`src/rtl/if_pkg.sv`:
```
// if_pkg: shared widths, reset constants, FSM states and the IF/ID record for the fetch unit.
package if_pkg;
    localparam int PC_W = 10;
    localparam int INSTR_W = 32;
    localparam logic [PC_W-1:0] RESET_PC = 10'h000;
    localparam logic [PC_W-1:0] PC_STEP = 10'd4;
    localparam logic [INSTR_W-1:0] NOP_INSTR = 32'h0000_0013;
    typedef enum logic [1:0] {BOOT = 2'd0, RUN = 2'd1, STALL = 2'd2} fetch_state_t;
    typedef struct packed {
        logic valid;
        logic [PC_W-1:0] pc;
        logic [PC_W-1:0] pc4;
        logic [INSTR_W-1:0] instr;
    } ifid_t;
    localparam ifid_t IFID_RESET = '{valid: 1'b0, pc: '0, pc4: '0, instr: NOP_INSTR};
endpackage

```
`src/rtl/if_fetch_unit_if.sv`:
```
// if_fetch_unit_if: hazard/redirect inputs, instruction BRAM port and IF/ID outputs of the fetch unit.
interface if_fetch_unit_if;
    import if_pkg::*;
    logic stall_i;
    logic redirect_i;
    logic [PC_W-1:0] redirect_pc_i;
    logic imem_en_o;
    logic [PC_W-1:0] imem_addr_o;
    logic [INSTR_W-1:0] imem_rdata_i;
    logic ifid_valid_o;
    logic [PC_W-1:0] ifid_pc_o;
    logic [PC_W-1:0] ifid_pc4_o;
    logic [INSTR_W-1:0] ifid_instr_o;
    logic misaligned_o;
    modport master (
        input stall_i, redirect_i, redirect_pc_i, imem_rdata_i,
        output imem_en_o, imem_addr_o, ifid_valid_o, ifid_pc_o, ifid_pc4_o, ifid_instr_o, misaligned_o
    );
    modport slave (
        output stall_i, redirect_i, redirect_pc_i, imem_rdata_i,
        input imem_en_o, imem_addr_o, ifid_valid_o, ifid_pc_o, ifid_pc4_o, ifid_instr_o, misaligned_o
    );
endinterface

```
`src/rtl/fetch_skid_buf.sv`:
```
// fetch_skid_buf: holds the BRAM word on entry to a stall so the BRAM output need not stay stable.
module fetch_skid_buf
    import if_pkg::*;
(
    input  logic               clk,
    input  logic               rst_n,
    input  logic               capture,
    input  logic               use_hold,
    input  logic [INSTR_W-1:0] rdata,
    output logic [INSTR_W-1:0] instr
);
    logic [INSTR_W-1:0] hold_instr;
    always_ff @(posedge clk or negedge rst_n) begin
        if (!rst_n) hold_instr <= NOP_INSTR;
        else if (capture) hold_instr <= rdata;
    end
    assign instr = use_hold ? hold_instr : rdata;
endmodule

```
`src/rtl/if_fetch_unit.sv`:
```
// if_fetch_unit: PC register, 1-cycle BRAM fetch with stall skid and redirect flush, feeding IF/ID.
module if_fetch_unit
    import if_pkg::*;
(
    input logic clk,
    input logic rst_n,
    if_fetch_unit_if.master bus
);
    fetch_state_t state, state_n;
    logic [PC_W-1:0] fetch_pc, fetch_pc_n, f2_pc, f2_pc_n;
    logic f2_valid, f2_valid_n, mis, mis_n, en, capture;
    ifid_t ifid, ifid_n;
    logic [INSTR_W-1:0] src_instr;
    fetch_skid_buf u_skid (
        .clk(clk),
        .rst_n(rst_n),
        .capture(capture),
        .use_hold(state == STALL),
        .rdata(bus.imem_rdata_i),
        .instr(src_instr)
    );
    always_ff @(posedge clk or negedge rst_n) begin
        if (!rst_n) begin
            state <= BOOT;
            fetch_pc <= RESET_PC;
            f2_pc <= '0;
            f2_valid <= 1'b0;
            ifid <= IFID_RESET;
            mis <= 1'b0;
        end else begin
            state <= state_n;
            fetch_pc <= fetch_pc_n;
            f2_pc <= f2_pc_n;
            f2_valid <= f2_valid_n;
            ifid <= ifid_n;
            mis <= mis_n;
        end
    end
    // Redirect outranks stall; the wrong-path read still issues but its slot is marked invalid.
    always_comb begin
        state_n = state;
        fetch_pc_n = fetch_pc;
        f2_pc_n = f2_pc;
        f2_valid_n = f2_valid;
        ifid_n = ifid;
        mis_n = 1'b0;
        en = 1'b0;
        capture = 1'b0;
        if (state == BOOT) begin
            en = 1'b1;
            f2_pc_n = RESET_PC;
            f2_valid_n = 1'b1;
            fetch_pc_n = RESET_PC + PC_STEP;
            state_n = RUN;
        end else if (bus.redirect_i) begin
            en = 1'b1;
            fetch_pc_n = {bus.redirect_pc_i[PC_W-1:2], 2'b00};
            f2_valid_n = 1'b0;
            ifid_n = IFID_RESET;
            mis_n = |bus.redirect_pc_i[1:0];
            state_n = RUN;
        end else if (!bus.stall_i) begin
            en = 1'b1;
            ifid_n = '{valid: f2_valid, pc: f2_pc, pc4: f2_pc + PC_STEP,
                       instr: f2_valid ? src_instr : NOP_INSTR};
            f2_pc_n = fetch_pc;
            f2_valid_n = 1'b1;
            fetch_pc_n = fetch_pc + PC_STEP;
            state_n = RUN;
        end else if (state == RUN) begin
            capture = 1'b1;
            state_n = STALL;
        end
    end
    assign bus.imem_en_o = rst_n & en;
    assign bus.imem_addr_o = fetch_pc;
    assign bus.ifid_valid_o = ifid.valid;
    assign bus.ifid_pc_o = ifid.pc;
    assign bus.ifid_pc4_o = ifid.pc4;
    assign bus.ifid_instr_o = ifid.instr;
    assign bus.misaligned_o = mis;
endmodule
```
`src/flat_wrapper.sv`:
```
// flat-port wrapper written by rule: the top's interface ports become plain ports
module if_fetch_unit_flat import if_pkg::*;
  (clk, rst_n, bus_stall_i, bus_redirect_i, bus_redirect_pc_i, bus_imem_rdata_i, bus_imem_en_o, bus_imem_addr_o, bus_ifid_valid_o, bus_ifid_pc_o, bus_ifid_pc4_o, bus_ifid_instr_o, bus_misaligned_o);
  if_fetch_unit_if bus_i ();
  input logic clk;
  input logic rst_n;
  input wire logic [$bits(bus_i.stall_i)-1:0] bus_stall_i;
  input wire logic [$bits(bus_i.redirect_i)-1:0] bus_redirect_i;
  input wire logic [$bits(bus_i.redirect_pc_i)-1:0] bus_redirect_pc_i;
  input wire logic [$bits(bus_i.imem_rdata_i)-1:0] bus_imem_rdata_i;
  output wire logic [$bits(bus_i.imem_en_o)-1:0] bus_imem_en_o;
  output wire logic [$bits(bus_i.imem_addr_o)-1:0] bus_imem_addr_o;
  output wire logic [$bits(bus_i.ifid_valid_o)-1:0] bus_ifid_valid_o;
  output wire logic [$bits(bus_i.ifid_pc_o)-1:0] bus_ifid_pc_o;
  output wire logic [$bits(bus_i.ifid_pc4_o)-1:0] bus_ifid_pc4_o;
  output wire logic [$bits(bus_i.ifid_instr_o)-1:0] bus_ifid_instr_o;
  output wire logic [$bits(bus_i.misaligned_o)-1:0] bus_misaligned_o;
  assign bus_i.stall_i = bus_stall_i;
  assign bus_i.redirect_i = bus_redirect_i;
  assign bus_i.redirect_pc_i = bus_redirect_pc_i;
  assign bus_i.imem_rdata_i = bus_imem_rdata_i;
  assign bus_imem_en_o = bus_i.imem_en_o;
  assign bus_imem_addr_o = bus_i.imem_addr_o;
  assign bus_ifid_valid_o = bus_i.ifid_valid_o;
  assign bus_ifid_pc_o = bus_i.ifid_pc_o;
  assign bus_ifid_pc4_o = bus_i.ifid_pc4_o;
  assign bus_ifid_instr_o = bus_i.ifid_instr_o;
  assign bus_misaligned_o = bus_i.misaligned_o;
  if_fetch_unit u_core (.clk(clk), .rst_n(rst_n), .bus(bus_i));
endmodule
```
`config.mk`:
```
export PLATFORM = sky130hd
export DESIGN_NAME = if_fetch_unit_flat
export DESIGN_NICKNAME = d
export VERILOG_FILES = /design/src/rtl/if_pkg.sv /design/src/rtl/if_fetch_unit_if.sv /design/src/rtl/fetch_skid_buf.sv /design/src/rtl/if_fetch_unit.sv /design/src/flat_wrapper.sv
export SDC_FILE = /design/constraint.sdc
export NUM_CORES = 1
export LEC_CHECK = 0
export CORE_MARGIN = 2
export CORE_UTILIZATION = 32
export CTS_BUF_LIST = sky130_fd_sc_hd__clkbuf_8
export CTS_CLUSTER_DIAMETER = 30
export DETAILED_ROUTE_END_ITERATION = 7
export SYNTH_ARGS = -nofsm -noshare
export SYNTH_HDL_FRONTEND = slang
export SYNTH_SLANG_ARGS = --single-unit
export TNS_END_PERCENT = 1
```
`constraint.sdc`:
```
create_clock -name clk -period 3.7 [get_ports clk]
set_input_delay 0.74 -clock clk [delete_from_list [all_inputs] [get_ports clk]]
set_output_delay 0.74 -clock clk [all_outputs]
set_load 0.01 [all_outputs]
```
## After elaboration in Yosys (flattened, before gate mapping)

Index checks and enable logic that the tools add are counted.

| operators by class | value |
|---|---|
| multiplexer cells | 26 |
| reductions and logical operators | 4 |
| bitwise logic cells | 2 |
| add/sub/neg operators | 2 |
| eq/ne operators | 7 |

Operators by type and width:

| operator | count |
|---|---|
| two-way mux 53 bit | 2 |
| two-way mux 32 bit | 2 |
| two-way mux 10 bit | 6 |
| adder 10 x 3 -> 10 bit (second input constant) | 2 |
| two-way mux 1 bit | 12 |
| two-way mux 2 bit | 4 |
| inequality test 2 x 1 -> 1 bit (second input constant) | 3 |
| inequality test 4 x 1 -> 1 bit (second input constant) | 1 |
| AND reduction 2 bit | 2 |
| inequality test 3 x 1 -> 1 bit (second input constant) | 1 |
| equality test 2 x 1 -> 1 bit (second input constant) | 1 |
| equality test 2 bit (second input constant) | 1 |
| logical NOT 2 bit | 1 |
| OR reduction 2 bit | 1 |
| bitwise AND 1 bit | 1 |
| inverter 1 bit | 1 |

| storage, ports and cells | value |
|---|---|
| register bits | 109 |
| output and inout bits | 65 |
| word-level logic and storage cells | 51 |
| bits of input ports | 46 |

## Longest topological paths before layout

Gate-level depths: netlist (run 1).

| depth | value |
|---|---|
| word-level depth | 5 |
| gate-level depth with buffers | 7 |
| gate-level depth less buffers | 5 |

## By module

Synthesis (run 1) repeated with hierarchy kept, for this count alone.

| second synthesis, totals | value |
|---|---|
| cells, all modules | 354 |
| area total of the unflattened synthesis | 4859.7 µm² |

Modules (own cells, without submodules):

| module | sequential area each (µm²) | instances | area each (µm²) | cells each |
|---|---|---|---|---|
| if_fetch_unit | 1780.5 | 1 | 2966.6 | 250 |
| fetch_skid_buf | 804.5 | 1 | 1893.1 | 104 |

## Worst setup path before layout (run 1)

No wires, ideal clock.

| timing path | value |
|---|---|
| path type | input port to output port |
| start | input bus_redirect_i |
| end | output bus_imem_en_o |
| arrival time | 1.253 ns |
| slack | 1.707 ns |
| buffers on the path | 1 |
| cell stages on the path | 4 |
| cells stage by stage | buf_6 > nand2b_1 > nor2_1 > nor2b_1 |

| between the ends | value |
|---|---|
| longest elaborated chain between the ends | 3 |

RTL lines:

| element | line | text |
|---|---|---|
| start, declared | flat_wrapper.sv:8 | `input wire logic [$bits(bus_i.redirect_i)-1:0] bus_redirect_i;` |
| two-way mux 1 bit | if_fetch_unit.sv:55 | `end else if (bus.redirect_i) begin` |
| two-way mux 1 bit | if_fetch_unit.sv:49 | `if (state == BOOT) begin` |
| bitwise AND 1 bit | if_fetch_unit.sv:75 | `assign bus.imem_en_o = rst_n & en;` |
| end, declared | flat_wrapper.sv:11 | `output wire logic [$bits(bus_i.imem_en_o)-1:0] bus_imem_en_o;` |

Every way passes these cells.

## Worst setup path in the final report (run 1)

| timing path | value |
|---|---|
| start | input bus_stall_i |
| end | output bus_imem_en_o |

| between the ends | value |
|---|---|
| longest elaborated chain between the ends | 4 |

RTL lines:

| element | line | text |
|---|---|---|
| start, declared | flat_wrapper.sv:7 | `input wire logic [$bits(bus_i.stall_i)-1:0] bus_stall_i;` |
| two-way mux 1 bit | if_fetch_unit.sv:62 | `end else if (!bus.stall_i) begin` |
| two-way mux 1 bit | if_fetch_unit.sv:55 |  |
| two-way mux 1 bit | if_fetch_unit.sv:49 |  |
| bitwise AND 1 bit | if_fetch_unit.sv:75 |  |

Every way passes these cells.

==> results of run 1 <==
## cell usage after synthesis (2+ instances only)
library cell | instances | area, um2
sky130_fd_sc_hd__nor2_2 | 2 | 12.5
sky130_fd_sc_hd__xnor2_1 | 8 | 70.1
sky130_fd_sc_hd__buf_6 | 9 | 101
sky130_fd_sc_hd__nor2b_1 | 4 | 25.0
sky130_fd_sc_hd__o21ai_1 | 33 | 165
sky130_fd_sc_hd__mux2_2 | 5 | 56.3
sky130_fd_sc_hd__mux2i_1 | 31 | 310
sky130_fd_sc_hd__dfstp_2 | 6 | 158
sky130_fd_sc_hd__buf_4 | 6 | 45.0
sky130_fd_sc_hd__o21ai_0 | 12 | 60.1
sky130_fd_sc_hd__o31ai_1 | 4 | 30.0
sky130_fd_sc_hd__inv_1 | 2 | 7.51
sky130_fd_sc_hd__o22a_1 | 3 | 26.3
sky130_fd_sc_hd__nand3_1 | 13 | 65.1
sky130_fd_sc_hd__dfrtp_1 | 97 | 2430
sky130_fd_sc_hd__ha_1 | 2 | 25.0
sky130_fd_sc_hd__nand2_1 | 68 | 255
sky130_fd_sc_hd__and3_1 | 3 | 18.8
sky130_fd_sc_hd__a21oi_1 | 5 | 25.0
sky130_fd_sc_hd__buf_12 | 3 | 60.1
sky130_fd_sc_hd__nor2_1 | 9 | 33.8
sky130_fd_sc_hd__mux2_4 | 30 | 450
sky130_fd_sc_hd__a22o_1 | 6 | 52.6
sky130_fd_sc_hd__buf_2 | 8 | 40.0
sky130_fd_sc_hd__nand2b_1 | 2 | 12.5
sky130_fd_sc_hd__xor2_1 | 3 | 26.3
## sequential cells by signal, indices dropped and copies added, names as in the netlist
signal                    flops
u_core.bus.ifid_instr_o      32
u_core.bus.ifid_pc4_o         9
u_core.bus.ifid_pc_o          8
u_core.bus.ifid_valid_o       1
u_core.bus.imem_addr_o        8
u_core.bus.misaligned_o       1
u_core.f2_pc                  9
u_core.f2_valid               1
u_core.state                  2
u_core.u_skid.hold_instr     32
## where the power goes
| group | switching [mW] | leakage, nW | internal (mW) |
|---|---|---|---|
| clock network | 0.401 | 0.111 | 0.384 |
| logic | 0.210 | 1.12 | 0.304 |
| registers | 0.110 | 1.30 | 1.27 |
## metal layers
metal	vias up	track usage [%]	part of all wire (%)
met3	11	3.04	4.1
met4	0	5.49	1.6
li1	1544	-	-
met2	78	20.6	45
met5	-	0	0
met1	1605	19.3	49
## cell families (layout without fill, tap and decap cells)
| family | after synthesis | after routing | share of synthesized area, % |
|---|---|---|---|
| multiplexers | 66 | 66 | 17.3 |
| XOR/XNOR | 11 | 11 | 2.05 |
| adder cells (fa/ha/maj) | 2 | 2 | 0.531 |
| AND/OR/NAND/NOR | 113 | 113 | 11.2 |
| buffers and inverters | 30 | 133 | 5.55 |
| AO/OA/AOI/OAI | 68 | 68 | 8.42 |
| other | 1 | 2 | 0.0796 |
| flip-flops | 103 | 103 | 54.9 |
## area by class of cell
type,instances,area (um2),share of cell area (%)
Sequential cell,103,2580,42.7
Multi-Input combinational cell,262,1880,31.0
Timing Repair Buffer,115,1130,18.7
Tap cell,184,230,3.80
Clock buffer,9,124,2.05
Clock inverter,7,97.6,1.61
Inverter,2,7.51,0.124
## critical path, delay by kind of cell
family                 cells  cell delay [ns]
buffers and inverters      3             1.12
AND/OR/NAND/NOR            3             0.33
## final timing paths
path | start | end | slack [ns] | cells past startpoint
max | bus_stall_i | bus_imem_en_o | 0.76 | 6
min | rst_n | u_core.state[1]$_DFFE_PN0P_ | 0.44 | 2
max in group asynchronous | rst_n | u_core.bus.imem_addr_o[9]$_DFFE_PN0N_ | 2.08 | 3
min in group clk | u_core.bus.ifid_valid_o$_DFFE_PN0P_ | u_core.bus.ifid_valid_o$_DFFE_PN0P_ | 0.49 | 2
min reg2reg | u_core.bus.ifid_valid_o$_DFFE_PN0P_ | u_core.bus.ifid_valid_o$_DFFE_PN0P_ | 0.49 | 2
max reg2reg | u_core.state[0]$_DFFE_PN0P_ | u_core.bus.ifid_instr_o[23]$_DFFE_PN0P_ | 1.57 | 5
## stage by stage
stage / hold WS, ns / utilization (%)
after floorplan: 0.444 / -
after global placement: 0.460 / 40.3
after detailed placement: 0.474 / 40.3
after CTS: 0.443 / 41.8
after global routing: 0.479 / 41.8
final: 0.443 / 41.8
==> results.py, run 1 <==
metrics = {
    "run_status": {
        "status": "completed",
    },
    "power": {
        "power_density_nw_per_um2": 443,
        "total_design_power_mw": 2.68,
        "peakVddDrop_mv": 0.161,
        "power.static_leakage_nw": 2.54,
    },
    "timing": {
        "final_max_slew_viol_count": 0,
        "timing.final.hold_violations": 0,
        "max_freq_ghz": 0.340,
        "worstMarginPinSlew_ns": 0.874,
        "rsz0062_at_grt": "no",
        "finalWorstSetupSlack_ns": 0.761,
        "finalSetupViolCount": 0,
        "min_period_over_period_pct": 79.4,
        "timing.setup.tns_ns": 0,
        "finalClockSkew_ns": 0.0100,
        "worst_slew_margin_rel_pct": 41.6,
        "final_period_minus_worst_setup_slack_ns": 2.94,
    },
    "finish": {
        "flow.area_growth_from_synthesis_pct": 28.4,
        "mostFrequentLayoutCell": "sky130_fd_sc_hd__clkdlybuf4s50_1",
        "fillers": 1416,
        "final_layout_size_suffix_gt1_share_pct": 15.1,
        "post-route-cell-area_um2": 6050,
        "diodes": 0,
        "fin_nets": 541,
        "layout_common_cells": "sky130_fd_sc_hd__clkdlybuf4s50_1, sky130_fd_sc_hd__dfrtp_1, sky130_fd_sc_hd__nand2_1",
        "non_filler_instance_count_after_layout": 682,
    },
    "place": {
        "placed_area_um2": 5830,
        "placed_cells": 666,
        "finalWeightedCongestion": 0.775,
        "dp_slack_ns": 0.756,
        "numPortBuffers": 108,
        "place.detailed.hpwl_um": 7040,
    },
    "clock_network": {
        "tritoncts_clock_tree": "built",
        "postCtsSetupBuffers": 0,
        "numCtsBuffers": 9,
        "clockBufferDepth": 2,
        "cts.clk_slew.worst_paths_ns": 0.09,
        "cts.sink_count": 103,
        "postCtsResizedCells": 0,
        "cts.root.buffer_cell": "sky130_fd_sc_hd__clkbuf_8",
        "clk_latency_ns": 0.37,
        "ctsHtreeMaxLevel": 3,
        "holdBufCountCts": 0,
    },
    "die": {
        "die-area_um2": 15700,
        "placementRows": 44,
        "starting_utilization_of_the_core_area_pct": 32.5,
        "die-height_um": 125,
        "io_pins": 111,
        "core_um2": 14500,
        "chipWidth_um": 125,
    },
    "global_routing": {
        "antenna_found_initial": 0,
        "grt_pass1_vias": 3263,
        "grt_pass1_wl_um": 17200,
        "grt_overflow": 0,
        "grtUsageTotal_pct": 13.7,
        "grt_max_degree": 59,
    },
    "critical_path": {
        "end_kind": "primary output",
        "worst_ep_required_time_ns": 2.96,
        "slowest_stage": "sky130_fd_sc_hd__clkdlybuf4s50_1",
        "worst-setup-path-type": "in -> out",
        "setup.worst_path.start_class": "primary input",
        "critPathMostFrequentCell": "sky130_fd_sc_hd__clkdlybuf4s50_1",
        "worst-endpoint-arrival_ns": 2.20,
        "delay_of_the_slowest_cell_on_the_worst_path_ns": 0.55,
        "worstPathMaxFanout": 10,
        "path_cells": "clkdlybuf4s50_1 -> buf_4 -> nand2b_1 -> nor2_1 -> nor2b_1 -> clkdlybuf4s50_1",
    },
    "yosys": {
        "syn-cell-area_um2": 4710,
        "ys.warnings.count": 0,
        "ys_ff_latch": 103,
        "ys_async_sr_fraction_pct": 100,
        "postSynthAreaPerCell_um2": 12.0,
        "ys_seq_area_share_pct": 54.9,
        "synth_top_flop_cell": "sky130_fd_sc_hd__dfrtp_1",
        "syn-instance-count": 394,
        "yosys.cell_types.count": 46,
        "synth_edf_count": 0,
    },
    "detailed_routing": {
        "drt_iter0_drc": 198,
        "wire_per_inst_um": 15.2,
        "detailedRoute.firstPassIterationCount": 4,
        "remaining_drc_errors": 0,
        "detail_route.vias_per_cell": 4.75,
        "drtAntennaViolNets": 0,
        "vias": 3238,
        "drt-total-wl_um": 10300,
    },
    "run": {
        "drv.max_cap_violation_count": 0,
    },
    "worst_hold_path": {
        "holdCritPathClass": "in -> async",
    },
}
(Power assumes the default switching activity.)
==> inputs of run 2 (changes only) <==
Clock period 3.7 ns to 2.6 ns, I/O delays scaled along.
==> run 2 against run 1 <==
  * Clock-buffer cell count up 2
  * Clock skew decreased by 0.0031 ns
  * Highest routed layer unchanged
  * Die area stayed put
  * Final cell count grew 0.73%
  * Sequential share of layout area down 0.34 points
  * Via count shrank 0.37%
==> results.py, run 2 (synthesized netlist as in run 1, its figures left out) <==
metrics = {
    "run_status": {
        "status": "completed",
    },
    "clock_network": {
        "cts.clk_slew.worst_paths_ns": 0.09,
        "ctsHtreeMaxLevel": 3,
        "clk_latency_ns": 0.38,
        "numCtsBuffers": 9,
        "tritoncts_clock_tree": "built",
        "cts.root.buffer_cell": "sky130_fd_sc_hd__clkbuf_8",
        "cts.sink_count": 103,
        "postCtsSetupBuffers": 0,
        "postCtsResizedCells": 0,
        "clockBufferDepth": 2,
        "holdBufCountCts": 0,
    },
    "detailed_routing": {
        "vias": 3226,
        "drtAntennaViolNets": 0,
        "remaining_drc_errors": 0,
        "drt_iter0_drc": 136,
        "detailedRoute.firstPassIterationCount": 4,
        "drt-total-wl_um": 10400,
        "detail_route.vias_per_cell": 4.70,
        "wire_per_inst_um": 15.1,
    },
    "finish": {
        "mostFrequentLayoutCell": "sky130_fd_sc_hd__clkdlybuf4s50_1",
        "diodes": 0,
        "multiInputGateArea_um2": 1880,
        "flow.area_growth_from_synthesis_pct": 29.5,
        "final_util_pct": 42.1,
        "final-seq-area_um2": 2580,
        "fillers": 1411,
        "layout_common_cells": "sky130_fd_sc_hd__clkdlybuf4s50_1, sky130_fd_sc_hd__dfrtp_1, sky130_fd_sc_hd__nand2_1",
        "final_layout_size_suffix_gt1_share_pct": 16.1,
        "fin_nets": 546,
    },
    "global_routing": {
        "globalRouteMet3Util_pct": 3.72,
        "grt_pass1_wl_um": 17200,
        "grtUsageTotal_pct": 13.9,
        "global_route.peak_usage_layer": "met2",
        "grt_max_degree": 61,
        "global_route.usage.met1_pct": 19.7,
        "antenna_found_initial": 0,
        "grt.met2_usage_pct": 20.7,
        "grt_overflow": 0,
        "grt_pass1_vias": 3219,
    },
    "timing": {
        "worstMarginPinSlew_ns": 0.746,
        "max_freq_ghz": 0.426,
        "finalSetupViolCount": 0,
        "final_max_slew_viol_count": 0,
        "finalClockSkew_ns": 0.00698,
        "timing.setup.tns_ns": 0,
        "timing.final.hold_violations": 0,
        "min_period_over_period_pct": 90.2,
        "worst_slew_margin_rel_pct": 50.2,
        "final_period_minus_worst_setup_slack_ns": 2.35,
        "rsz0062_at_grt": "no",
    },
    "place": {
        "numPortBuffers": 108,
        "place.detailed.hpwl_um": 7090,
        "finalWeightedCongestion": 0.741,
    },
    "die": {
        "die-height_um": 125,
        "core_um2": 14500,
        "placementRows": 44,
        "die-area_um2": 15700,
        "chipWidth_um": 125,
        "io_pins": 111,
        "starting_utilization_of_the_core_area_pct": 32.5,
    },
    "critical_path": {
        "delay_of_the_slowest_cell_on_the_worst_path_ns": 0.54,
        "critical_path_buf_inv_count": 2,
        "worst-endpoint-arrival_ns": 1.83,
        "setup.worst_path.start_class": "primary input",
        "critical-path-top-delay-family": "buffers and inverters",
        "path_cells": "clkdlybuf4s50_1 -> nand2b_1 -> nor2_1 -> nor2b_1 -> clkdlybuf4s50_1",
        "worst-setup-path-type": "in -> out",
        "slowest_stage": "sky130_fd_sc_hd__clkdlybuf4s50_1",
        "worst_ep_required_time_ns": 2.08,
        "worstPathMaxFanout": 2,
        "end_kind": "primary output",
        "critPathMostFrequentCell": "sky130_fd_sc_hd__clkdlybuf4s50_1",
    },
    "power": {
        "peakVddDrop_mv": 0.243,
        "power.static_leakage_nw": 2.56,
        "total_design_power_mw": 3.77,
        "power_density_nw_per_um2": 618,
    },
    "run": {
        "drv.max_cap_violation_count": 0,
    },
    "worst_hold_path": {
        "holdCritPathClass": "in -> async",
    },
}
[run 2: worst paths after layout]
| check | from | endpoint | slack [ns] | cells past startpoint |
|---|---|---|---|---|
| worst min register to register | u_core.bus.ifid_pc4_o[2]$_DFFE_PN0P_ | u_core.bus.ifid_pc4_o[2]$_DFFE_PN0P_ | 0.49 | 2 |
| max in group asynchronous | rst_n | u_core.f2_pc[8]$_DFFE_PN0P_ | 1.22 | 3 |
| worst max register to register | u_core.state[0]$_DFFE_PN0P_ | u_core.bus.ifid_pc_o[2]$_DFFE_PN0P_ | 0.90 | 4 |
| min in group clk | u_core.bus.ifid_pc4_o[2]$_DFFE_PN0P_ | u_core.bus.ifid_pc4_o[2]$_DFFE_PN0P_ | 0.49 | 2 |
| worst min-delay path | rst_n | u_core.state[1]$_DFFE_PN0P_ | 0.22 | 2 |
| worst max-delay path | bus_redirect_i | bus_imem_en_o | 0.25 | 5 |
[run 2: worst register-to-register path, stage by stage (launching register included)]
cell and delay, ns:
sky130_fd_sc_hd__dfrtp_1 0.45, sky130_fd_sc_hd__or2_2 0.43, sky130_fd_sc_hd__nand2_2 0.12, sky130_fd_sc_hd__buf_4 0.38
sky130_fd_sc_hd__o21ai_0 0.19
[run 2: per-layer routing]
metal | vias up | part of all wire, %
met5 | - | 0
li1 | 1547 | -
met2 | 85 | 45
met3 | 11 | 4.5
met4 | 0 | 1.6
met1 | 1583 | 49
[run 2: report_power, final]
| part | total, mW | internal (mW) | switching (mW) |
|---|---|---|---|
| Clock | 1.06 | 0.496 | 0.561 |
| Sequential | 1.97 | 1.81 | 0.156 |
| Combinational | 0.743 | 0.441 | 0.302 |
[run 2: final cells by class]
cell class	count	share of cell area, %
inverter	2	0.123
multi-input combinational	262	30.7
timing repair buffer	120	19.6
tap	184	3.77
clock buffer	11	2.48
sequential	103	42.4
clock inverter	5	0.923
[run 2: per-stage QoR]
stage | worst slack [ns] | hold WS [ns] | cell area [um2] | std cells
after floorplan | 1.02 | 0.224 | 4710 | 395
after global placement | 0.273 | 0.462 | 5890 | 671
after detailed placement | 0.255 | 0.471 | 5890 | 671
after CTS | 0.237 | 0.221 | 6100 | 687
after global routing | 0.201 | 0.246 | 6100 | 687
final | 0.254 | 0.222 | 6100 | 687
==> inputs of run 3 (changes only) <==
Clock period 2.6 ns to 2.9 ns, I/O delays scaled along.
==> run 3 against run 2 <==
  * Sequential share of layout area grew 0.38 points
  * Final cell count shrank 0.44%
  * Cell area shrank 0.88%
  * Via count shrank 1.5%
  * Sequential power shrank 10%
  * Non-clock buffer count shrank 3
  * Utilization shrank 0.37 points
  * Flip-flop and latch count is the same
  * Critical path type unchanged
  * Clock-buffer cell count is the same
  * Clock power shrank 21%
==> results.py, run 3 (synthesized netlist as in run 1, its figures left out) <==
metrics = {
    "timing": {
        "rsz0062_at_grt": "no",
        "final_period_minus_worst_setup_slack_ns": 2.56,
        "finalClockSkew_ns": 0.00972,
        "timing.setup.tns_ns": 0,
        "finalSetupViolCount": 0,
        "timing.final.hold_violations": 0,
        "worstMarginPinSlew_ns": 0.723,
        "min_period_over_period_pct": 88.1,
        "worst_slew_margin_rel_pct": 51.8,
        "final_max_slew_viol_count": 0,
        "max_freq_ghz": 0.391,
    },
    "place": {
        "finalWeightedCongestion": 0.728,
        "place.detailed.hpwl_um": 7050,
        "placed_cells": 668,
        "numPortBuffers": 108,
    },
    "power": {
        "peakVddDrop_mv": 0.242,
        "total_design_power_mw": 3.27,
        "power.static_leakage_nw": 2.54,
        "power_density_nw_per_um2": 541,
    },
    "critical_path": {
        "worst-setup-path-type": "in -> out",
        "cp-startpoint": "bus_redirect_i",
        "worstPathMaxFanout": 3,
        "setup.worst_path.start_class": "primary input",
        "worst-endpoint-arrival_ns": 1.98,
        "end_kind": "primary output",
        "worst_ep_required_time_ns": 2.32,
        "crit-reg2reg-launch": "u_core.state[0]$_DFFE_PN0P_",
        "ff2ff_setup_slack_ns": 1.10,
    },
    "detailed_routing": {
        "wire_per_inst_um": 15.1,
        "detail_route.vias_per_cell": 4.64,
        "drt_iter0_drc": 154,
        "vias": 3176,
        "drtAntennaViolNets": 0,
        "remaining_drc_errors": 0,
        "detailedRoute.firstPassIterationCount": 4,
        "drt-total-wl_um": 10300,
    },
    "clock_network": {
        "postCtsResizedCells": 0,
        "holdBufCountCts": 0,
        "clockBufferDepth": 2,
        "postCtsSetupBuffers": 0,
        "ctsHtreeMaxLevel": 3,
        "clk_latency_ns": 0.38,
        "cts.sink_count": 103,
        "cts.root.buffer_cell": "sky130_fd_sc_hd__clkbuf_8",
        "cts.clk_slew.worst_paths_ns": 0.09,
        "tritoncts_clock_tree": "built",
        "numCtsBuffers": 9,
    },
    "global_routing": {
        "grtUsageTotal_pct": 13.9,
        "grt_pass1_vias": 3299,
        "grt_overflow": 0,
        "antenna_found_initial": 0,
        "grt_max_degree": 59,
        "grt_pass1_wl_um": 17500,
    },
    "finish": {
        "layout_common_cells": "sky130_fd_sc_hd__clkdlybuf4s50_1, sky130_fd_sc_hd__dfrtp_1, sky130_fd_sc_hd__nand2_1",
        "final-seq-area_um2": 2580,
        "final_layout_size_suffix_gt1_share_pct": 15.2,
        "non_filler_instance_count_after_layout": 684,
        "diodes": 0,
        "flow.area_growth_from_synthesis_pct": 28.3,
        "fin_nets": 543,
        "mostFrequentLayoutCell": "sky130_fd_sc_hd__clkdlybuf4s50_1",
        "multiInputGateArea_um2": 1880,
        "final_util_pct": 41.8,
        "fillers": 1383,
    },
    "die": {
        "core_um2": 14500,
        "die-height_um": 125,
        "chipWidth_um": 125,
        "placementRows": 44,
        "starting_utilization_of_the_core_area_pct": 32.5,
        "io_pins": 111,
        "die-area_um2": 15700,
    },
    "run_status": {
        "status": "completed",
    },
    "run": {
        "drv.max_cap_violation_count": 0,
    },
    "worst_hold_path": {
        "holdCritPathClass": "in -> async",
    },
}
-- run 3: path summary, 6_finish.rpt --
| check | to | depth (start not counted) |
|---|---|---|
| max | bus_imem_en_o | 5 |
| min | u_core.state[0]$_DFFE_PN0P_ | 2 |
| max reg2reg | u_core.bus.ifid_pc_o[6]$_DFFE_PN0P_ | 4 |
| min reg2reg | u_core.bus.ifid_pc4_o[2]$_DFFE_PN0P_ | 2 |
| max in group asynchronous | u_core.bus.ifid_pc_o[4]$_DFFE_PN0P_ | 3 |
| min in group clk | u_core.bus.ifid_pc4_o[2]$_DFFE_PN0P_ | 2 |
-- run 3: critical path, stage by stage --
cell and delay (ns):
sky130_fd_sc_hd__clkdlybuf4s50_1 0.47, sky130_fd_sc_hd__nand2b_1 0.18, sky130_fd_sc_hd__nor2_1 0.07, sky130_fd_sc_hd__nor2b_1 0.13, sky130_fd_sc_hd__clkdlybuf4s50_1 0.55
-- run 3: per-layer routing --
metal	GRT usage (%)	up-vias	share of wire, %
li1	-	1548	-
met1	19.4	1552	49
met2	21.0	62	46
met3	3.00	14	3.6
met4	6.14	0	1.9
met5	0	-	0
-- run 3: metrics by stage --
| step | hold WS (ns) | worst slack [ns] | instance area [um2] |
|---|---|---|---|
| after floorplan | 0.284 | 1.23 | 4710 |
| after global placement | 0.460 | 0.388 | 5870 |
| after detailed placement | 0.467 | 0.354 | 5870 |
| after CTS | 0.295 | 0.336 | 6050 |
| after global routing | 0.334 | 0.247 | 6050 |
| final | 0.296 | 0.344 | 6050 |
-- run 3: power by group --
| part | internal, mW | switching (mW) |
|---|---|---|
| Sequential | 1.62 | 0.141 |
| Clock | 0.351 | 0.490 |
| Combinational | 0.395 | 0.269 |
| Total | 2.37 | 0.900 |
-- run 3: cell type report --
| cell class | count | area share (%) |
|---|---|---|
| sequential | 103 | 42.8 |
| timing repair buffer | 117 | 19.4 |
| clock buffer | 11 | 2.50 |
| inverter | 2 | 0.124 |
| clock inverter | 5 | 0.414 |
| multi-input combinational | 262 | 31.0 |
| tap | 184 | 3.81 |
